## src/rtl/rx_interface.sv

```systemverilog
// Collects UART bytes A, B, OP into one registered ALU operand set with a done strobe.
// Define RX_TIMEOUT_EN to discard a partial frame after TIMEOUT_CYCLES idle clocks.
module rx_interface #(
    parameter int TIMEOUT_CYCLES = 50000
) (
    input  logic              clk,
    input  logic              reset,
    input  logic              rx_done_tick,
    input  logic [7:0]        dout,
    output logic signed [7:0] a,
    output logic signed [7:0] b,
    output logic [5:0]        op,
    output logic              done_tick,
    output logic              timeout_tick
);

    typedef enum logic [1:0] {S_A, S_B, S_OP} state_t;

    state_t      r_state, w_next;
    logic [7:0]  r_sa, r_sb;
    logic [7:0]  r_a, r_b;
    logic [5:0]  r_op;
    logic        r_done;
    logic        w_load;
    logic        w_timeout;

    always_comb begin
        w_next = r_state;
        w_load = 1'b0;
        case (r_state)
            S_A:     if (rx_done_tick) w_next = S_B;
            S_B:     if (rx_done_tick) w_next = S_OP;
                     else if (w_timeout) w_next = S_A;
            S_OP:    if (rx_done_tick) begin
                         w_next = S_A;
                         w_load = 1'b1;
                     end else if (w_timeout) w_next = S_A;
            default: w_next = S_A;
        endcase
    end

    always_ff @(posedge clk) begin
        if (reset) begin
            r_state <= S_A;
            r_sa    <= '0;
            r_sb    <= '0;
            r_a     <= '0;
            r_b     <= '0;
            r_op    <= '0;
            r_done  <= 1'b0;
        end else begin
            r_state <= w_next;
            r_done  <= w_load;
            if (rx_done_tick && r_state == S_A) r_sa <= dout;
            if (rx_done_tick && r_state == S_B) r_sb <= dout;
            // Operands only ever move together, on the OP byte.
            if (w_load) begin
                r_a  <= r_sa;
                r_b  <= r_sb;
                r_op <= dout[5:0];
            end
        end
    end

`ifdef RX_TIMEOUT_EN
    localparam int CW = (TIMEOUT_CYCLES > 1) ? $clog2(TIMEOUT_CYCLES) : 1;
    localparam logic [CW-1:0] LIMIT = CW'(TIMEOUT_CYCLES - 1);

    logic [CW-1:0] r_cnt;
    logic          r_to;

    // A strobe arriving on the limit cycle wins over the timeout.
    assign w_timeout = (r_state != S_A) && !rx_done_tick && (r_cnt == LIMIT);

    always_ff @(posedge clk) begin
        if (reset) begin
            r_cnt <= '0;
            r_to  <= 1'b0;
        end else begin
            r_to <= w_timeout;
            if (rx_done_tick || r_state == S_A || w_timeout) r_cnt <= '0;
            else                                               r_cnt <= r_cnt + 1'b1;
        end
    end

    assign timeout_tick = r_to;
`else
    logic w_unused_cfg;
    assign w_unused_cfg = (TIMEOUT_CYCLES == 0);
    assign w_timeout    = 1'b0;
    assign timeout_tick = 1'b0;
`endif

    assign a         = r_a;
    assign b         = r_b;
    assign op        = r_op;
    assign done_tick = r_done;

endmodule

```

## config.mk

```make
export PLATFORM = sky130hd
export DESIGN_NAME = rx_interface
export DESIGN_NICKNAME = d
export VERILOG_FILES = /design/src/rtl/rx_interface.sv
export SDC_FILE = /design/constraint.sdc
export NUM_CORES = 1
export LEC_CHECK = 0
export BUFFER_PORTS_ARGS = -buffer_cell sky130_fd_sc_hd__buf_2
export CORE_ASPECT_RATIO = 1.4
export CORE_MARGIN = 8
export CORE_UTILIZATION = 45
export DETAILED_ROUTE_END_ITERATION = 6
export GPL_TIMING_DRIVEN = 0
export PLACE_DENSITY = 0.78
export SLEW_MARGIN = 30
export SYNTH_ARGS = -nofsm -noshare
export SYNTH_HDL_FRONTEND = slang
export SYNTH_SLANG_ARGS = --single-unit
```

## constraint.sdc

```tcl
create_clock -name clk -period 1 [get_ports clk]
set_input_delay 0.15 -clock clk [delete_from_list [all_inputs] [get_ports clk]]
set_output_delay 0.15 -clock clk [all_outputs]
set_load 0.02 [all_outputs]
```

==> results of run 1 <==
-- synth_stat cells --
master	n	share of area [%]
conb_1	1	0.23
o21ba_2	1	0.61
nor3b_1	1	0.46
and3b_2	1	0.61
clkbuf_1	5	1.1
nand3b_1	1	0.46
nor2_1	1	0.23
buf_4	1	0.46
nand2b_1	46	17
dfxtp_1	41	50
or3b_1	1	0.53
nor3b_2	1	0.76
mux2i_1	38	23
nor3_1	1	0.30
buf_6	3	2.1
and3b_1	1	0.53
xnor2_1	1	0.53
buf_2	2	0.61
-- through the flow --
| step | power (uW) | util, % |
|---|---|---|
| 6_report | 3430 | 58.4 |
| 5_1_grt | 3560 | 58.4 |
| 3_5_place_dp | 2040 | 52.2 |
| 2_1_floorplan | 1960 | - |
| 4_1_cts | 3430 | 55.9 |
| 3_3_place_gp | 2030 | 52.2 |
-- where the power goes --
group          total, uW  internal, uW  switching, uW
registers           1710          1690           27.2
clock network       1390           811            578
logic                327           175            151
total               3430          2670            757
-- flip-flops by register name, indices dropped and copies added, names as in the netlist --
register   count
a              8
r_sa           8
done_tick      1
op             6
b              8
r_sb           8
r_state        2
-- routing by layer --
layer / global-route usage [%] / wire [um] / up-vias
li1: - / - / 564
met1: 14.0 / 1500 / 541
met2: 23.8 / 1960 / 23
met3: 3.84 / 150 / 7
met4: 7.06 / 76 / 0
met5: 0 / 0 / -
-- cells by family after synthesis --
kind of cell | after synthesis | share of synthesized area (%)
other cells | 1 | 0.228
xor+xnor | 1 | 0.532
simple gates | 54 | 21.4
mux | 38 | 23.1
flops | 41 | 49.9
compound gates | 1 | 0.608
buf+inv | 11 | 4.26
-- worst max-delay path, cell delays in order, from the launching register on --
cell       delay, ps
dfxtp_4          370
and3b_1          220
buf_6            120
clkbuf_16        150
mux2i_1          180
-- timing repair --
item | 4_1_cts | 5_1_grt
pin swaps | 0 | 1
gates cloned | 0 | 2
endpoints found under the setup margin | 33 | 37
buffers inserted | 0 | 3
resized for setup | 4 | 9
-- worst min path at each step --
stage / endpoint / cells after the start / slack, ps / start
after floorplan: r_state[0] / 2 / 320 / rx_done_tick
after CTS: r_sb[7] / 3 / 140 / dout[7]
after detailed placement: r_sb[7] / 3 / 460 / dout[7]
after global routing: r_sa[7] / 3 / 200 / dout[7]
final: r_sb[7] / 3 / 160 / dout[7]
after global placement: r_state[0] / 1 / 450 / r_state[1]
-- final cells by class --
type                            count  area, sq um
Clock inverter                      2         37.5
Multi-Input combinational cell     95          763
Sequential cell                    41          828
Timing Repair Buffer               37          235
Tap cell                           42         52.6
Fill cell                         310         1490
Buffer                             10         90.1
Clock buffer                        6         82.6
==> out/metrics.cfg, run 1 <==
[cells_and_area]
stdcell_count = 233
drive_above_1_share_pct = 29.8
diodes = 0
synthToLayoutAreaGrowth_pct = 27.0
final_common_cell = nand2b_1
nets = 201
stdcell_area_sq_mm = 0.00209
final_cell_mix = 46 x nand2b_1, 39 x dfxtp_1, 38 x mux2i_1

[sta]
final.min_clock_period_ps = 1100
finClkSkew_ps = 7.10
drv_slew = 0
max_freq_mhz = 907
finalHoldViolations = 0
fin_tns_setup_ps = -1910
post-route-period-util_pct = 110
rsz0062_at_grt = yes
fin_ws_ps = -103
hold_slack_ps = 157
setup_viol = 28

[logic_synthesis]
yosysUniqueCellTypes = 18
synthesis.nets = 158
yosysSeqAreaShare_pct = 49.9
synthCells = 147
syn_avg_cell_area_sq_um = 11.2
ys_ff_latch = 41
synth_warnings = 0
syn_area_sq_mm = 0.00165

[critical_path]
reg2regPathDepth = 4
regToRegSetupSlack_ps = -100
endpoint = a[3]
reg2reg_to = a[3]
timing.rr.start = r_state[0]
arrival_ps = 1330
worstPathMaxFanout = 6
critPathLaunch = r_state[0]
cp.required_ps = 1230
critPathKind = flop to flop
critPathLaunchType = flop
end_kind = flop

[clock_network]
cts_hold_buf = 0
clkTransAtPathRegs_ps = 80
cts_buffer_depth = 2
cts_max_level = 2
cts_sinks = 41
root_buffer = clkbuf_8
cts_inserted_buffers = 5
cts_tree = built
clk_latency_ps = 300

[detailed_routing]
vias = 1135
vias_per_cell = 4.87
wl_per_cell_um = 15.8
wirelength_um = 3680
firstDrtPassIters = 4
drt_iter0_drc = 22
ant_nets = 0
drc = 0

[die]
pin_count = 35
die_w_um = 67.1
num_rows = 26
dieArea_sq_mm = 0.00587
start_util_pct = 46.0
core_sq_mm = 0.00358
fp.dieH_um = 87.5

[placement]
gp_congestion = 0.692
io_buffers = 32
dpl_cell_area_sq_mm = 0.00187
hpwlAfterDp_um = 2590
place_inst = 221
dpl_worst_slack_ps = -177

[global_route]
grt_max_degree = 14
grt_pass1_wl_um = 6050
antenna_found_initial = 0
grt_pass1_vias = 1287
track_usage_pct = 13.5
grt_overflow = 0

[power_and_ir_drop]
p_per_area_mw_per_mm2 = 1640
peakVddDrop_uv = 1470
leakagePower_uw = 0.000929

[run]
maxCapViolations = 0

[status]
violations = negative setup slack
status = finished, violations left

[hold_path]
hold_path_class = input port to flop

Note: power is estimated with default switching activity, not from simulation.
==> inputs of run 2 (changes only) <==
Settings changed: ABC_AREA from default to 1.
==> run 2 against run 1 <==
Effect of this change:
- the run still ends with negative setup slack left
- utilization grew 4.1 points
- fmax is 5.3% higher
- via count up 44%
- highest routed layer unchanged
- register-to-register slack better by 60 ps
==> out/metrics.cfg, run 2 <==
[global_route]
track_usage_pct = 14.7
grt_max_degree = 13
grt_overflow = 0
antenna_found_initial = 0
grt_pass1_vias = 1560
grt_pass1_wl_um = 6780

[logic_synthesis]
synth-xor-area-share_pct = 0
yosys.area.top_type = dfxtp_1
muxShareOfSynthArea_pct = 0
synth_area_leaders = dfxtp_1 48%, nand2_1 15%, nor2_1 15%, inv_1 9.2%, buf_4 3.1%
synth_compound_area_share_pct = 2.92
synth_fa_ha_area_share_pct = 0
ys_ff_latch = 41
syn_avg_cell_area_sq_um = 6.65
ys.flop_type = dfxtp_1
yosysSeqAreaShare_pct = 47.8
async_flop_share_pct = 0
synthesis.nets = 269
synthSimpleGateAreaFrac_pct = 35.1
synth_top_family_by_area = simple AND/OR/NAND/NOR gates
yosysUniqueCellTypes = 13
synthCells = 258
synth_warnings = 0
yosysTopAreaCellShare_pct = 47.8
synth_edf_count = 0
synth_top_cells_by_count = 69 x nand2_1, 69 x nor2_1, 42 x inv_1
syn_area_sq_mm = 0.00172

[placement]
io_buffers = 33
dpl_cell_area_sq_mm = 0.00193
place_inst = 333
hpwlAfterDp_um = 2730
gp_congestion = 0.795

[power_and_ir_drop]
peakVddDrop_uv = 1420
leakagePower_uw = 0.00129
power_uw = 3590
p_per_area_mw_per_mm2 = 1570

[detailed_routing]
wl_per_cell_um = 12.1
vias = 1632
firstDrtPassIters = 4
ant_nets = 0
wirelength_um = 4300
drt_iter0_drc = 52
vias_per_cell = 4.60
drc = 0

[sta]
rsz0062_at_grt = yes
finalHoldViolations = 0
final.min_clock_period_ps = 1050
max_freq_mhz = 955
post-route-period-util_pct = 105
drv_slew = 0
finClkSkew_ps = 5.32
fin_ws_ps = -47.5
setup_viol = 15

[die]
dieArea_sq_mm = 0.00607
num_rows = 26
fp.dieH_um = 89.1
pin_count = 35
die_w_um = 68.2
core_sq_mm = 0.00364
start_util_pct = 47.1

[critical_path]
path_cells = inv_4 -> nand3_4 -> buf_6 -> nand2_2 -> nand2_1 -> nor2_1
critPathLaunchType = flop
crit_family = flip-flops
end_kind = flop
arrival_ps = 1270
worstPathMaxFanout = 6
regToRegSetupSlack_ps = -50
reg2reg_to = op[2]
reg2regPathDepth = 6
crit_buf_inv = 2
critPathKind = flop to flop
timing.rr.start = r_state[0]
slowest_delay_ps = 370
slowest_stage = dfxtp_4
cp.required_ps = 1230

[status]
status = finished, violations left
violations = negative setup slack

[hold_path]
min_path_cells = 2
hold_end = r_state[0]
holdCritStartpoint = reset
hold_path_class = input port to flop

[cells_and_area]
synthToLayoutAreaGrowth_pct = 32.8
fin_util_pct = 62.5
drive_above_1_share_pct = 27.2
diodes = 0
final_cell_mix = 67 x nand2_1, 62 x nor2_1, 40 x inv_1
stdcell_area_sq_mm = 0.00228
final_common_cell = nand2_1
nets = 323
stdcell_count = 355
fillers = 336

[clock_network]
root_buffer = clkbuf_8
cts_buffer_depth = 2
cts_tree = built
cts_inserted_buffers = 5
clkTransAtPathRegs_ps = 80
cts_max_level = 2
cts_sinks = 41
clk_latency_ps = 290

[run]
maxCapViolations = 0

run 2: cell types whose count changed after synthesis, sizes merged, moves of 10 or more:
cell    before  now
nand2b      46    0
mux2i       38    0
a21oi        0   10
inv          0   42
nand2        0   69
nand3        0   12
nor2         1   70
run 2: logic make-up after synthesis:
group           Yosys count
simple gates            151
buf+inv                  55
flops                    41
compound gates           10
other cells               1
run 2: area by class of cell:
cell class	count	area, sq um	share of cell area [%]
tap	42	52.6	2.31
clock buffer	7	86.3	3.79
inverter	42	160	7.03
buffer	13	110	4.83
clock inverter	1	30.0	1.32
multi-input combinational	163	733	32.2
sequential	41	828	36.4
timing repair buffer	46	278	12.2
run 2: worst max-delay path by stage:
stage                         end  depth (start not counted)  startpoint
after floorplan           r_sa[6]                          5  r_state[1]
after global placement      op[0]                          4  r_state[1]
after detailed placement    op[0]                          4  r_state[1]
after CTS                    a[6]                          6  r_state[0]
after global routing        op[2]                          6  r_state[0]
final                       op[2]                          6  r_state[0]
run 2: through the flow:
| stage | hold slack [ps] | worst slack [ps] | TNS [ps] |
|---|---|---|---|
| floorplan | 212 | -0.415 | -0.415 |
| global placement | 360 | -128 | -2560 |
| detailed placement | 359 | -140 | -2980 |
| CTS | 39.7 | -16.8 | -94.8 |
| global route | 53.8 | -96.4 | -1840 |
| finish | 48.9 | -47.5 | -144 |
run 2: what timing repair did:
item,4_1_cts,5_1_grt
cloned,4,1
buffers inserted,4,5
pin swaps,2,3
hold buffers,0,0
endpoints found under the setup margin,41,36
gates resized for setup,20,15
run 2: metal layers:
layer | global-route usage, % | share of wire [%] | up-vias
li1 | - | - | 856
met1 | 14.5 | 37 | 720
met2 | 27.1 | 54 | 46
met3 | 4.02 | 6.4 | 10
met4 | 6.54 | 2.1 | 0
met5 | 0 | 0 | -
run 2: power breakdown:
group / switching, uW / internal [uW] / total [uW]
sequential: 47.8 / 1710 / 1760
combinational: 270 / 191 / 461
clock: 556 / 814 / 1370
run 2: worst register-to-register path, stage by stage, from the launching register on:
cell and delay [ps]:
dfxtp_4 370, inv_4 80, nand3_4 130, buf_6 170
nand2_2 50, nand2_1 50, nor2_1 130
==> inputs of run 3 (changes only) <==
Settings changed: HOLD_SLACK_MARGIN from default to 0.1.
==> run 3 against run 2 <==
Effect of this change:
- the flow still finishes with violations (negative setup slack)
- count of clock-buffer cells in the layout did not move
- clock skew rose by 0.92 ps
- register-to-register slack got worse by 40 ps
- via count fell by 0.12%
- total power rose by 0.41%
- final cell count rose by 0.56%
- sequential power barely moved
- largest cell class unchanged
==> out/metrics.cfg, run 3 (synthesized netlist as in run 2, its figures left out) <==
[status]
status = finished, violations left
violations = negative setup slack

[critical_path]
slowest_delay_ps = 370
reg2reg_to = b[7]
end_kind = flop
regToRegSetupSlack_ps = -90
cp.required_ps = 1180
worstPathMaxFanout = 10
arrival_ps = 1270
cpMostUsedCell = nor2_1
critPathLaunchType = flop
crit_family = flip-flops
slowest_stage = dfxtp_4
critPathKind = flop to flop
reg2regPathDepth = 5
path_cells = inv_4 -> nand3_4 -> buf_6 -> nor2_1 -> nor2_1
crit_buf_inv = 2
timing.rr.start = r_state[0]

[sta]
drv_slew = 0
post-route-period-util_pct = 109
rsz0062_at_grt = yes
fin_ws_ps = -90.3
max_freq_mhz = 917
finClkSkew_ps = 6.24
setup_viol = 22
fin_tns_setup_ps = -561
final.min_clock_period_ps = 1090
hold_slack_ps = 122
finalHoldViolations = 0

[detailed_routing]
wirelength_um = 4440
drt_iter0_drc = 58
vias = 1630
wl_per_cell_um = 12.4
firstDrtPassIters = 4
vias_per_cell = 4.57
drc = 0
ant_nets = 0

[power_and_ir_drop]
p_per_area_mw_per_mm2 = 1560
clockPowerShare_pct = 38.1
switching_share_pct = 24.6
power_uw = 3600
peakVddDrop_uv = 1430
leakagePower_uw = 0.00130
pwr-share-comb_pct = 13.1
net-switching-power_uw = 885
power.internal_uw = 2720
seqPwrFrac_pct = 48.8

[clock_network]
cts_max_level = 2
cts_buffer_depth = 2
clk_latency_ps = 290
root_buffer = clkbuf_8
cts_tree = built
clkTransAtPathRegs_ps = 80
cts_sinks = 41
cts_inserted_buffers = 5

[global_route]
grt_pass1_vias = 1581
grt_max_degree = 13
grt_pass1_wl_um = 6910
antenna_found_initial = 0
track_usage_pct = 15.0
grt_overflow = 0

[hold_path]
hold_end = r_sb[3]
hold_path_class = input port to flop
min_path_cells = 3
holdCritStartpoint = dout[3]

[cells_and_area]
fillers = 324
stdcell_count = 357
diodes = 0
synthToLayoutAreaGrowth_pct = 34.5
fin_util_pct = 63.3
final_cell_mix = 67 x nand2_1, 61 x nor2_1, 40 x inv_1
drive_above_1_share_pct = 27.3
final_common_cell = nand2_1
nets = 325

[placement]
place_inst = 333
io_buffers = 33
gp_congestion = 0.795
hpwlAfterDp_um = 2730

[die]
pin_count = 35
start_util_pct = 47.1
core_sq_mm = 0.00364
die_w_um = 68.2
dieArea_sq_mm = 0.00607
fp.dieH_um = 89.1
num_rows = 26

[run]
maxCapViolations = 0

run 3: worst reg2reg max path, stage by stage (launching register included):
cell	delay [ps]
dfxtp_4	370
inv_4	90
nand3_4	140
buf_6	180
nor2_1	120
nor2_1	80
run 3: worst max path at each step:
stage	start	to	slack, ps	cells after the start
after floorplan	r_state[1]	r_sa[6]	-0.4	5
after global placement	r_state[1]	op[0]	-130	4
after detailed placement	r_state[1]	op[0]	-140	4
after CTS	r_state[0]	a[6]	-20	6
after global routing	r_state[0]	b[7]	-130	5
final	r_state[0]	b[7]	-90	5
run 3: timing repair:
item                       4_1_cts  5_1_grt
pin swaps                        2        3
hold buffers                     3        0
hold endpoints to repair         5        0
setup endpoints to repair       41       36
buffers inserted                 4        4
gates cloned                     4        1
resized for setup               20       17
run 3: power groups by stage:
| stage | clock (uW) | sequential [uW] | combinational [uW] |
|---|---|---|---|
| 2_1_floorplan | 0 | 1810 | 229 |
| 3_3_place_gp | 0 | 1790 | 354 |
| 3_5_place_dp | 0 | 1790 | 361 |
| 4_1_cts | 1390 | 1760 | 412 |
| 5_1_grt | 1470 | 1770 | 532 |
| 6_report | 1370 | 1760 | 473 |
run 3: area by class of cell:
| class | count | area [sq um] | share of cell area [%] |
|---|---|---|---|
| well taps | 42 | 52.6 | 2.28 |
| inverters | 42 | 160 | 6.94 |
| flip-flops and latches | 41 | 828 | 35.9 |
| multi-input cells | 163 | 739 | 32.0 |
| plain buffers | 13 | 110 | 4.77 |
| clock buffers | 7 | 86.3 | 3.74 |
| repair buffers | 48 | 300 | 13.0 |
| clock inverters | 1 | 30.0 | 1.30 |
run 3: layer usage:
layer  track usage, %  up-vias  wire length [um]
met4             6.54        0                81
li1                 -      862                 -
met5                0        -                 0
met1             14.5      720              1650
met2             28.1       40              2450
met3             4.14        8               254
run 3: metrics by stage:
stage,area (sq um),setup WS [ps]
global placement,1930,-128
detailed placement,1930,-140
CTS,2190,-16.8
floorplan,1720,-0.415
global route,2310,-128
finish,2310,-90.3
